File: src/rtl/fetch_buffer.sv
// Instruction fetch queue: one in-flight imem request, DEPTH-entry {pc, insn} FIFO.
// Define FETCH_BUFFER_ECALL_HALT_EN to halt fetch once an ecall is enqueued.
module fetch_buffer #(
  parameter int                AWIDTH   = 32,
  parameter int                DWIDTH   = 32,
  parameter logic [AWIDTH-1:0] BASEADDR = 32'h01000000,
  parameter int                DEPTH    = 4
) (
  input  logic                         clk,
  input  logic                         rst,
  input  logic                         redirect_i,
  input  logic [AWIDTH-1:0]            redirect_pc_i,
  output logic                         imem_req_o,
  output logic [AWIDTH-1:0]            imem_addr_o,
  input  logic                         imem_valid_i,
  input  logic [DWIDTH-1:0]            imem_insn_i,
  output logic                         dec_valid_o,
  input  logic                         dec_ready_i,
  output logic [AWIDTH-1:0]            dec_pc_o,
  output logic [DWIDTH-1:0]            dec_insn_o,
  output logic [$clog2(DEPTH+1)-1:0]   count_o,
  output logic                         halted_o
);

  localparam int CW = $clog2(DEPTH+1);
  localparam int PW = $clog2(DEPTH);
  localparam logic [PW-1:0] LAST = PW'(DEPTH-1);
  localparam logic [CW:0] DEPTH_W = (CW+1)'(DEPTH);

  logic [AWIDTH-1:0] r_pc;
  logic              r_if_v;
  logic [AWIDTH-1:0] r_if_pc;
  logic [AWIDTH-1:0] r_q_pc   [DEPTH];
  logic [DWIDTH-1:0] r_q_insn [DEPTH];
  logic [PW-1:0]     r_wptr;
  logic [PW-1:0]     r_rptr;
  logic [CW-1:0]     r_count;

  logic [CW:0]       w_occ;
  logic              w_req;
  logic              w_push;
  logic              w_pop;
  logic              w_nempty;
  logic              w_halted;

  function automatic logic [PW-1:0] f_inc(input logic [PW-1:0] p);
    return (p == LAST) ? '0 : p + PW'(1);
  endfunction

  assign w_occ    = {1'b0, r_count} + {{CW{1'b0}}, r_if_v};
  assign w_req    = rst & ~redirect_i & ~w_halted & (w_occ < DEPTH_W);
  assign w_push   = r_if_v & imem_valid_i & ~redirect_i;
  assign w_nempty = (r_count != '0);
  assign w_pop    = dec_valid_o & dec_ready_i;

  assign imem_req_o  = w_req;
  assign imem_addr_o = r_pc;
  assign dec_valid_o = w_nempty & ~redirect_i;
  assign dec_pc_o    = w_nempty ? r_q_pc[r_rptr] : '0;
  assign dec_insn_o  = w_nempty ? r_q_insn[r_rptr] : '0;
  assign count_o     = r_count;
  assign halted_o    = w_halted;

  always_ff @(posedge clk or negedge rst) begin
    if (!rst) begin
      r_pc    <= BASEADDR;
      r_if_v  <= 1'b0;
      r_if_pc <= '0;
      r_wptr  <= '0;
      r_rptr  <= '0;
      r_count <= '0;
      for (int i = 0; i < DEPTH; i++) begin
        r_q_pc[i]   <= '0;
        r_q_insn[i] <= '0;
      end
    end else begin
      r_if_v  <= w_req;
      r_if_pc <= r_pc;
      // redirect flushes everything queued this cycle, including the response
      if (redirect_i) begin
        r_pc    <= {redirect_pc_i[AWIDTH-1:2], 2'b00};
        r_wptr  <= '0;
        r_rptr  <= '0;
        r_count <= '0;
      end else begin
        if (w_req) r_pc <= r_pc + AWIDTH'(4);
        if (w_push) begin
          r_q_pc[r_wptr]   <= r_if_pc;
          r_q_insn[r_wptr] <= imem_insn_i;
          r_wptr           <= f_inc(r_wptr);
        end
        if (w_pop) r_rptr <= f_inc(r_rptr);
        if (w_push && !w_pop) r_count <= r_count + CW'(1);
        else if (!w_push && w_pop) r_count <= r_count - CW'(1);
      end
    end
  end

`ifdef FETCH_BUFFER_ECALL_HALT_EN
  localparam logic [DWIDTH-1:0] ECALL = DWIDTH'(32'h00000073);
  logic r_halted;

  always_ff @(posedge clk or negedge rst) begin
    if (!rst) r_halted <= 1'b0;
    else if (redirect_i) r_halted <= 1'b0;
    else if (w_push && imem_insn_i == ECALL) r_halted <= 1'b1;
  end

  assign w_halted = r_halted;
`else
  assign w_halted = 1'b0;
`endif

endmodule

File: config.mk
export PLATFORM = sky130hd
export DESIGN_NAME = fetch_buffer
export DESIGN_NICKNAME = d
export VERILOG_FILES = /design/src/rtl/fetch_buffer.sv
export SDC_FILE = /design/constraint.sdc
export NUM_CORES = 1
export LEC_CHECK = 0
export CELL_PAD_IN_SITES_DETAIL_PLACEMENT = 1
export CELL_PAD_IN_SITES_GLOBAL_PLACEMENT = 2
export CORE_AREA = 2 2 221 223
export DETAILED_ROUTE_END_ITERATION = 7
export DIE_AREA = 0 0 223 225
export DONT_BUFFER_PORTS = 1
export GPL_TIMING_DRIVEN = 0
export PLACE_DENSITY = 0.58
export SLEW_MARGIN = 20
export SYNTH_ARGS = -nofsm -noshare
export SYNTH_HDL_FRONTEND = slang
export SYNTH_SLANG_ARGS = --single-unit
File: constraint.sdc
create_clock -name clk -period 4.2 [get_ports clk]
set_clock_uncertainty 0.1 [all_clocks]
set_input_delay 1.26 -clock clk [delete_from_list [all_inputs] [get_ports clk]]
set_output_delay 1.26 -clock clk [all_outputs]
set_load 0.02 [all_outputs]
After elaboration in Yosys (flattened, before gate mapping)
Index checks and enable logic that the tools add are counted.
Word-level totals
  bits in registers: 328
  input bits: 69
  output and inout bits: 102
Cells by class
  add/sub/neg operators: 6
  order comparisons: 4
  equality and inequality tests: 2
  muxes and demuxes: 23
  bitwise gates (word level): 9
  reduce and logical (&&, ||, !) cells: 11
Operators with widths (number)
  $mux W32: 9
  $bwmux W128: 2
  $bmux W32 S2: 2
  $demux W32 S2: 1
  $add A32 B3 Y32 const B: 1
  $mux W2: 6
  $mux W3: 3
  $and A1 B1 Y1: 6
  $ge A3 B3 Y1 const B: 2
  $not A2 Y3: 2
  $reduce_bool A2 Y1: 3
  $reduce_bool A3 Y1: 2
  $add A2 B1 Y2 const B: 2
  $add A3 B1 Y4: 1
  $eq A2 B2 Y1 const B: 2
  $lt A4 B3 Y1 const B: 1
  $add A3 B1 Y3 const B: 1
  $logic_and A1 B1 Y1: 3
  $lt A3 B1 Y1 const B: 1
  $sub A3 B1 Y3 const B: 1
  $logic_not A1 Y1: 2
  $reduce_and A2 Y1: 1
  $not A1 Y1: 1

Depth between registers and ports, before layout
Gate-level depths: netlist of run 1.
  depth after elaboration: 7
  mapped depth: 8

Worst setup path after synthesis of run 1
OpenSTA, ideal clock, no wires.
  kind: input port to output port
  from: input port redirect_i
  to: output port imem_req_o
  data arrival time: 2027 ps
  data required time: 2840 ps
  setup slack: 813 ps
  stages: 5
  path buffers: 2
  cell sequence: nor2_1 > nand3_1 > inv_2 > buf_6 > buf_4
Between the ends
  word-level cells in the longest chain between the ends: 3
Ends and longest elaborated chain
  from (decl): line 11  | input logic redirect_i,
  $not A1 Y1 (no source line)
  $and A1 B1 Y1 (2 in a row): line 51  | assign w_req = rst & ~redirect_i & ~w_halted & (w_occ < DEPTH_W);
  to (decl): line 13  | output logic imem_req_o,
Every way passes these cells.

Worst setup path in the final report of run 1
  from: input port rst
  to: output port imem_req_o
Between the ends
  word-level cells in the longest chain between the ends: 2
Ends and longest elaborated chain
  from (decl): line 10  | input logic rst,
  $and A1 B1 Y1 (2 in a row): line 51
Every way passes these cells.

==> qor.csv, run 1 <==
metric,value,unit
Slew Limit Fails,155,
# diodes,0,
clock sink count,316,
initial drt markers,449,
final instance area,16260,um2
WL per Instance,22.59,um
hold_ws,0.3128,ns
layout net count,1080,
Crit Path Max Fanout,317,
Port Buffers,0,
crit path DAT,3.60,ns
Pint,0.006815,W
"Remaining Overflow, GRT",0,
Leak Pwr,7.435,nW
Synth-to-Final Area Change,14.90,%
Core Region,47550,um2
CP endpoint kind,output pin,
CTS Buf Count,39,
RSZ-0062 raised after global routing,false,
CTS tree,yes,
Root Driver,clkbuf_16,
startpoint types,input port,
Initial Util,0.2976,
sequential power share,0.396,
"Req. time, crit path",2.84,ns
gr usage total,0.1530,
number of global-route vias before repair,9150,
register bit total from synthesis,316,
Least-Margin Pin Slew,1.716,ns
PnR worst setup slack,-0.7639,ns
Final Util,0.3420,
Syn. warnings,0,
max-cap violations,0,
syn_area_per_cell,14.76,um2
vias,8166,
fmax,0.2015,GHz
Critical Path Start,rst,
Mapped Cells,959,
Switching Power,0.003245,W
Die X,223,um
Clock power frac,0.341,
Fin. Hold Viols,0,
Comb pwr share,0.263,
gpl congestion,0.7060,
reg2reg start,imem_addr_o[2]$_DFFE_PN0P_,
DPL Wire Length,24.39,mm
setup_tns,-0.7639,ns
"Reg clk slew, reported paths",0.05,ns
"Top FF cell, synth",dfrtp_1,
post-synthesis async set-or-reset flop share,1.000,
fin crit share,1.182,
Unique masters post-synth,56,
layout cells sized above 1,0.3977,
Slew headroom,-0.1438,
failing checks,"max-slew violations, negative setup slack",
register area,7909,um2
# IOs,171,
via-per-instance ratio,4.961,
initial antenna violation count,0,
Pre-antenna DRT Iters,4,
CTS max path bufs,3,
largest net degree at the start of global routing,318,
area of the multi-input gates,5897,um2
register area share after synthesis,0.5589,
Sw Share,0.3226,
clock latency on the worst-skew pair,0.55,ns
# fillers,4893,
H-tree depth,2,
die height,225,um
Cell Pwr Density,618.8,nW/um2
placement-stage cell area,14940,um2
# setup viols final,1,
Post-Route WL,37.18,mm
worst vdd ir,0.2445,mV
die area,50180,um2
Post-DRT Antenna Nets,0,
status,finished with violations,
Hold Crit Class,in -> async,
crit path kind,in -> out,
Final Critical Period,4.964,ns
Mapped Area,14150,um2
# rows,80,
first-pass GRT wire length,58.14,mm
drc violations,0,
number of flops mapped to enable cells by yosys,0,
pre-CTS WS,0.1742,ns
post-CTS setup buffers,0,
## stage by stage
| stage | instances | total power (W) |
|---|---|---|
| floorplan | 963 | 0.006003 |
| global placement | 1578 | 0.006741 |
| detailed placement | 1578 | 0.006789 |
| CTS | 1646 | 0.01031 |
| global route | 1646 | 0.01065 |
| finish | 1646 | 0.01006 |
## per-layer routing
layer	vias up	GRT usage	routed length, um
met5	-	0	0
met2	144	0.2603	18240
met3	41	0.04198	1962
met1	4362	0.1947	16450
li1	3619	-	-
met4	0	0.03377	531
## state kept, by name, indices dropped and copies added, names as in the netlist
| register | flops |
|---|---|
| r_if_v | 1 |
| count_o | 3 |
| r_q_insn | 128 |
| r_rptr | 2 |
| r_if_pc | 30 |
| imem_addr_o | 30 |
| r_q_pc | 120 |
| r_wptr | 2 |
## layout by cell type (no fill, tap or decap), types with 3 or more instances in the layout
cell and n:
buf_6 4, clkinv_2 5, clkbuf_16 39, nor3_1 7, mux2i_1 6, buf_2 32, mux2_1 22, o311ai_1 3
clkbuf_1 18, mux4_2 62, nand3_1 12, o21ai_0 9, conb_1 5, clkbuf_2 6, nor2_1 16, clkbuf_8 11
a221o_1 10, o311ai_0 3, o211ai_1 8, a21oi_1 8, dfrtp_1 315, buf_4 6, nand2b_1 6, inv_1 8
nand3b_1 6, o21ai_1 3, bufinv_16 4, nand2_1 39, and3_1 4, nor2b_1 6, nand4_1 16, and2_1 63
mux2_2 226, ha_1 6, inv_6 3
## critical path, stage by stage
cell and delay (ns):
nand3_2 0.75, inv_2 0.25, buf_6 0.18, buf_4 0.28
## synthesized netlist by cell type, types with 2 or more instances
cell type,n,area (um2)
buf_4,6,45.04
dfrtp_1,315,7883
o211ai_1,8,60.06
nand4_1,16,100.1
o311ai_0,3,26.28
inv_1,8,30.03
nand2_1,39,146.4
nor3_4,2,32.53
a21o_1,2,15.01
mux2i_1,6,60.06
mux2_1,22,247.7
o21ai_1,3,15.01
and4_1,2,17.52
buf_6,4,45.04
xor2_1,2,17.52
buf_2,32,160.2
and3_1,4,25.02
nand3b_1,6,45.04
nand3_1,13,65.06
clkbuf_1,18,67.56
mux2_2,226,2545
ha_1,6,75.07
a21oi_1,8,40.04
nor3_1,7,35.03
nand2b_1,6,37.54
or3_1,2,12.51
o21ai_0,9,45.04
mux4_2,62,1396
a221o_1,10,100.1
nor3b_1,2,15.01
o311ai_1,3,26.28
nor2_1,16,60.06
nor2b_1,6,37.54
and2_1,63,394.1
## logic make-up (layout without fill, tap and decap cells)
| group | Yosys count | after routing | synth area share |
|---|---|---|---|
| other | 1 | 5 | 0.0002650 |
| buffers and inverters | 70 | 138 | 0.02582 |
| adders and majority gates | 7 | 7 | 0.006720 |
| muxes | 316 | 316 | 0.3003 |
| and+or+nand+nor | 193 | 193 | 0.07878 |
| AOI/OAI and AO/OA | 53 | 53 | 0.02741 |
| DFF | 316 | 316 | 0.5589 |
| xor gates and xnor gates | 3 | 3 | 0.001857 |
## layout make-up
type | count | area share
clock buffers | 56 | 0.07010
multi-input cells | 577 | 0.3627
well taps | 615 | 0.04733
clock inverters | 12 | 0.01054
flip-flops and latches | 316 | 0.4864
inverters | 9 | 0.002078
plain buffers | 61 | 0.02085
## worst paths after layout
kind,end,slack [ns],cells past startpoint
max,imem_req_o,-0.76,4
min in group clk,r_q_pc[103]$_DFFE_PN0P_,0.39,1
min reg2reg,r_q_pc[103]$_DFFE_PN0P_,0.39,1
max reg2reg,imem_addr_o[30]$_DFFE_PN0P_,1.69,6
min,r_q_insn[87]$_DFFE_PN0P_,0.31,0
max in group asynchronous,r_wptr[1]$_DFFE_PN0P_,2.31,0
## power groups by stage
stage          logic (W)  registers [W]  clock network (W)
6_report         0.00264        0.00398            0.00343
5_1_grt          0.00289        0.00407            0.00368
4_1_cts          0.00275        0.00399            0.00356
3_5_place_dp     0.00274        0.00404                  0
3_3_place_gp     0.00271        0.00403                  0
2_1_floorplan    0.00212        0.00389                  0
## repair_timing
| action | in CTS | in global routing |
|---|---|---|
| hold endpoints to repair | 0 | 0 |
| hold buffers | 0 | 0 |
| endpoints found under the setup margin | 45 | 9 |
| resized for setup | 4 | 4 |
Note: power is estimated with default switching activity, not from simulation.
==> run 2: changes to the inputs <==
CORE_AREA = 2 2 205 207   (was 2 2 221 223)
DIE_AREA = 0 0 207 209   (was 0 0 223 225)
PLACE_DENSITY = 0.65   (was 0.58)
==> qor.csv, run 2 (synthesis gave the netlist of run 1 again) <==
metric,value,unit
Hold Crit Class,in -> async,
CTS Buf Count,38,
max reg flops,128,
max-cap violations,0,
Core Region,41290,um2
gpl congestion,0.7467,
startpoint types,input port,
initial antenna violation count,0,
die area,43260,um2
"commonest non-fill, non-tap cells in the layout","dfrtp_1 (315), mux2_2 (226), and2_1 (63)",
# setup viols final,0,
initial drt markers,316,
clock sink count,316,
Slew Limit Fails,0,
via-per-instance ratio,5.232,
Final Util,0.3900,
Post-DRT Antenna Nets,0,
Crit Path Max Fanout,317,
"commonest non-fill, non-tap cell in the layout",dfrtp_1,
Regs by FF count,"r_q_insn x128, r_q_pc x120",
worst vdd ir,0.2586,mV
layout cells sized above 1,0.3897,
Slew headroom,0.4974,
WL per Instance,22.69,um
largest net degree at the start of global routing,318,
CP endpoint kind,output pin,
layout net count,1079,
"Req. time, crit path",2.84,ns
Port Buffers,0,
crit path DAT,2.63,ns
crit path kind,in -> out,
Root Driver,clkbuf_16,
# hold bufs at CTS,0,
# IOs,171,
Fin. Hold Viols,0,
CTS max path bufs,3,
die height,209,um
"Remaining Overflow, GRT",0,
"Reg clk slew, reported paths",0.05,ns
fmax,0.2506,GHz
post-CTS setup buffers,0,
Pre-antenna DRT Iters,4,
Final Critical Period,3.990,ns
Die X,207,um
clock latency on the worst-skew pair,0.54,ns
Post-Route WL,35.58,mm
drc violations,0,
number of global-route vias before repair,8973,
RSZ-0062 raised after global routing,false,
vias,8204,
status,completed,
# rows,75,
Synth-to-Final Area Change,13.79,%
setup_tns,0,ns
total power,0.009867,W
first-pass GRT wire length,55.36,mm
DPL Wire Length,23.45,mm
Least-Margin Pin Slew,0.7539,ns
register name with the most flops,r_q_insn,
# diodes,0,
Leak Pwr,7.395,nW
Cell Pwr Density,612.7,nW/um2
gr usage total,0.1660,
CTS tree,yes,
H-tree depth,2,
Initial Util,0.3427,
fin crit share,0.9501,
## run 2: changes by cell type in the layout (fill, tap and decap cells not counted), sizes merged
cell and change:
clkbuf +5, bufinv -2, buf -1, clkinv -1, inv -3
## run 2: cell type report
| class | instances | area [um2] |
|---|---|---|
| buffer | 61 | 336.6 |
| clock buffer | 60 | 1177 |
| clock inverter | 6 | 80.08 |
| fill | 4183 | 25190 |
| inverter | 9 | 33.78 |
| multi-input combinational | 577 | 5892 |
| sequential | 316 | 7909 |
| tap | 539 | 674.4 |
## run 2: worst max-delay path: stages
cell	delay [ns]
nand3_1	0.53
inv_2	0.22
buf_6	0.18
buf_4	0.27
## run 2: timing repair
action	in CTS	in global routing
endpoints found under the setup margin	60	1
resized for setup	3	2
hold endpoints to repair	0	0
## run 2: per-layer routing
metal / GRT usage / vias up / share of wire / wire [um]
li1: - / 3601 / - / -
met1: 0.2174 / 4404 / 0.44 / 15770
met2: 0.2756 / 160 / 0.49 / 17470
met3: 0.03787 / 39 / 0.048 / 1702
met4: 0.04951 / 0 / 0.018 / 646
met5: 0 / - / 0 / 0
## run 2: path summary, 6_finish.rpt
path,depth (start not counted),from,slack (ns),endpoint
setup / recovery,4,rst,0.21,imem_req_o
hold / removal,0,rst,0.35,r_if_pc[4]$_DFF_PN0_
setup reg to reg,6,imem_addr_o[2]$_DFFE_PN0P_,1.69,imem_addr_o[14]$_DFFE_PN0P_
hold reg to reg,1,r_q_insn[67]$_DFFE_PN0P_,0.39,r_q_insn[67]$_DFFE_PN0P_
max in group asynchronous,0,rst,3.18,r_q_insn[1]$_DFFE_PN0P_
min in group clk,1,r_q_insn[67]$_DFFE_PN0P_,0.39,r_q_insn[67]$_DFFE_PN0P_
## run 2: power by group
part / switching [W] / internal (W)
Sequential: 0.000439 / 0.00355
Clock: 0.00125 / 0.00204
Combinational: 0.00146 / 0.00114
## run 2: metrics by stage
stage / instance area (um2) / instances / setup WS (ns) / hold WS [ns]
6_report: 16100 / 1568 / 0.2095 / 0.3477
5_1_grt: 16100 / 1568 / 0.09113 / 0.3131
4_1_cts: 16100 / 1568 / 0.07313 / 0.3026
3_5_place_dp: 14840 / 1502 / 0.2126 / 0.3803
3_3_place_gp: 14840 / 1502 / 0.2593 / 0.3704
2_1_floorplan: 14170 / 963 / 0.8126 / 0.3594
==> run 3: changes to the inputs <==
GPL_TIMING_DRIVEN = not set   (was 0)
clock period = 4.4 ns   (was 4.2 ns; I/O delays follow)
==> qor.csv, run 3 (synthesis gave the netlist of run 1 again) <==
metric,value,unit
setup_tns,0,ns
reg2reg start,count_o[0]$_DFFE_PN0P_,
via-per-instance ratio,5.231,
startpoint types,flip-flop,
Switching Power,0.003025,W
die height,209,um
Regs by FF count,"r_q_insn x128, r_q_pc x120",
Fin. Hold Viols,0,
sequential power share,0.417,
Final Util,0.3847,
max reg flops,128,
Hold Crit Class,reg -> reg,
Hold Crit Depth,1,
GR Util met1,0.2078,
RSZ-0062 raised after global routing,false,
die area,43260,um2
# rows,75,
clock sink count,316,
worst r2r dst,count_o[2]$_DFFE_PN0P_,
Port Buffers,0,
H-tree depth,2,
Cell Pwr Density,584.8,nW/um2
status,completed,
hold_sp,r_q_pc[87]$_DFFE_PN0P_,
WL per Instance,22.56,um
# IOs,171,
"Remaining Overflow, GRT",0,
Leak Pwr,7.290,nW
GR peak layer,met2,
Post-Route WL,34.31,mm
Pint,0.006264,W
gpl congestion,0.6838,
"commonest non-fill, non-tap cell in the layout",dfrtp_1,
number of gates resized after CTS,0,
crit path DAT,2.45,ns
Root Driver,clkbuf_16,
r2r setup slk,1.66,ns
number of global-route vias before repair,8783,
worst vdd ir,0.2394,mV
Pre-antenna DRT Iters,4,
layout cells sized above 1,0.3849,
Slew headroom,0.04380,
R2R cell count,9,
largest net degree at the start of global routing,318,
"Req. time, crit path",2.98,ns
clock latency on the worst-skew pair,0.54,ns
fin crit share,0.8798,
layout net count,1030,
Slew Limit Fails,0,
DPL Wire Length,20.29,mm
"commonest non-fill, non-tap cells in the layout","dfrtp_1 (313), mux2_2 (226), and2_1 (63)",
max-cap violations,0,
# diodes,0,
# setup viols final,0,
CTS max path bufs,3,
Synth-to-Final Area Change,12.24,%
initial drt markers,328,
CTS Buf Count,38,
CP endpoint kind,output pin,
Core Region,41290,um2
Comb pwr share,0.257,
fmax,0.2583,GHz
crit path kind,reg -> out,
grt met3 use,0.03832,
first-pass GRT wire length,54.58,mm
Hold Path End,r_q_pc[87]$_DFFE_PN0P_,
Post-DRT Antenna Nets,0,
vias,7956,
CTS tree,yes,
Layout Cells excl Fill,1521,
# hold bufs at CTS,0,
Die X,207,um
Final Critical Period,3.871,ns
register name with the most flops,r_q_insn,
Post-Place Cells,1453,
"Reg clk slew, reported paths",0.05,ns
Sw Share,0.3257,
Least-Margin Pin Slew,1.434,ns
met2 GRT Util,0.2736,
initial antenna violation count,0,
Crit Path Max Fanout,25,
gr usage total,0.1625,
Initial Util,0.3427,
post-CTS setup buffers,0,
Clock power frac,0.325,
drc violations,0,
## run 3: metrics by stage
| step | total power (W) | setup slack [ns] | hold slack [ns] | area (um2) |
|---|---|---|---|---|
| floorplan | 0.005731 | 0.8926 | 0.3594 | 14170 |
| global placement | 0.006329 | 0.9889 | 0.3683 | 14680 |
| detailed placement | 0.006403 | 0.9658 | 0.3803 | 14680 |
| CTS | 0.009512 | 0.4532 | 0.3539 | 15880 |
| global route | 0.009826 | 0.4008 | 0.3681 | 15880 |
| finish | 0.009289 | 0.5287 | 0.3892 | 15880 |
## run 3: how the worst max path moves through the flow
stage | startpoint | end | cells past startpoint
after floorplan | redirect_i | imem_req_o | 5
after global placement | imem_valid_i | r_q_insn[31]$_DFFE_PN0P_ | 5
after detailed placement | imem_valid_i | r_q_insn[97]$_DFFE_PN0P_ | 5
after CTS | r_rptr[0]$_DFFE_PN0P_ | dec_insn_o[21] | 3
after global routing | r_rptr[0]$_DFFE_PN0P_ | dec_insn_o[18] | 3
final | r_rptr[0]$_DFFE_PN0P_ | dec_insn_o[12] | 3
## run 3: final cells by class
class | instances | area, um2
repair buffers | 12 | 127.6
clock buffers | 57 | 1144
multi-input cells | 577 | 5923
fillers | 4199 | 25410
well taps | 539 | 674.4
inverters | 9 | 33.78
flip-flops and latches | 316 | 7916
clock inverters | 11 | 63.81
## run 3: worst max-delay path, stage by stage, from the launching register on
cell     delay [ns]
dfrtp_4        0.75
buf_12         0.30
mux4_2         0.54
and2_1         0.26
## run 3: power by group through the flow
stage	Combinational, W	Sequential [W]	Clock, W
2_1_floorplan	0.00202	0.00371	0
3_3_place_gp	0.00242	0.00391	0
3_5_place_dp	0.00247	0.00394	0
4_1_cts	0.00247	0.00389	0.00315
5_1_grt	0.00259	0.00397	0.00326
6_report	0.00239	0.00388	0.00302
## run 3: layer usage
layer  wire (um)  vias up
li1            -     3492
met1       14970     4264
met2       17040      151
met3        1622       49
met4         682        0
met5           0        -
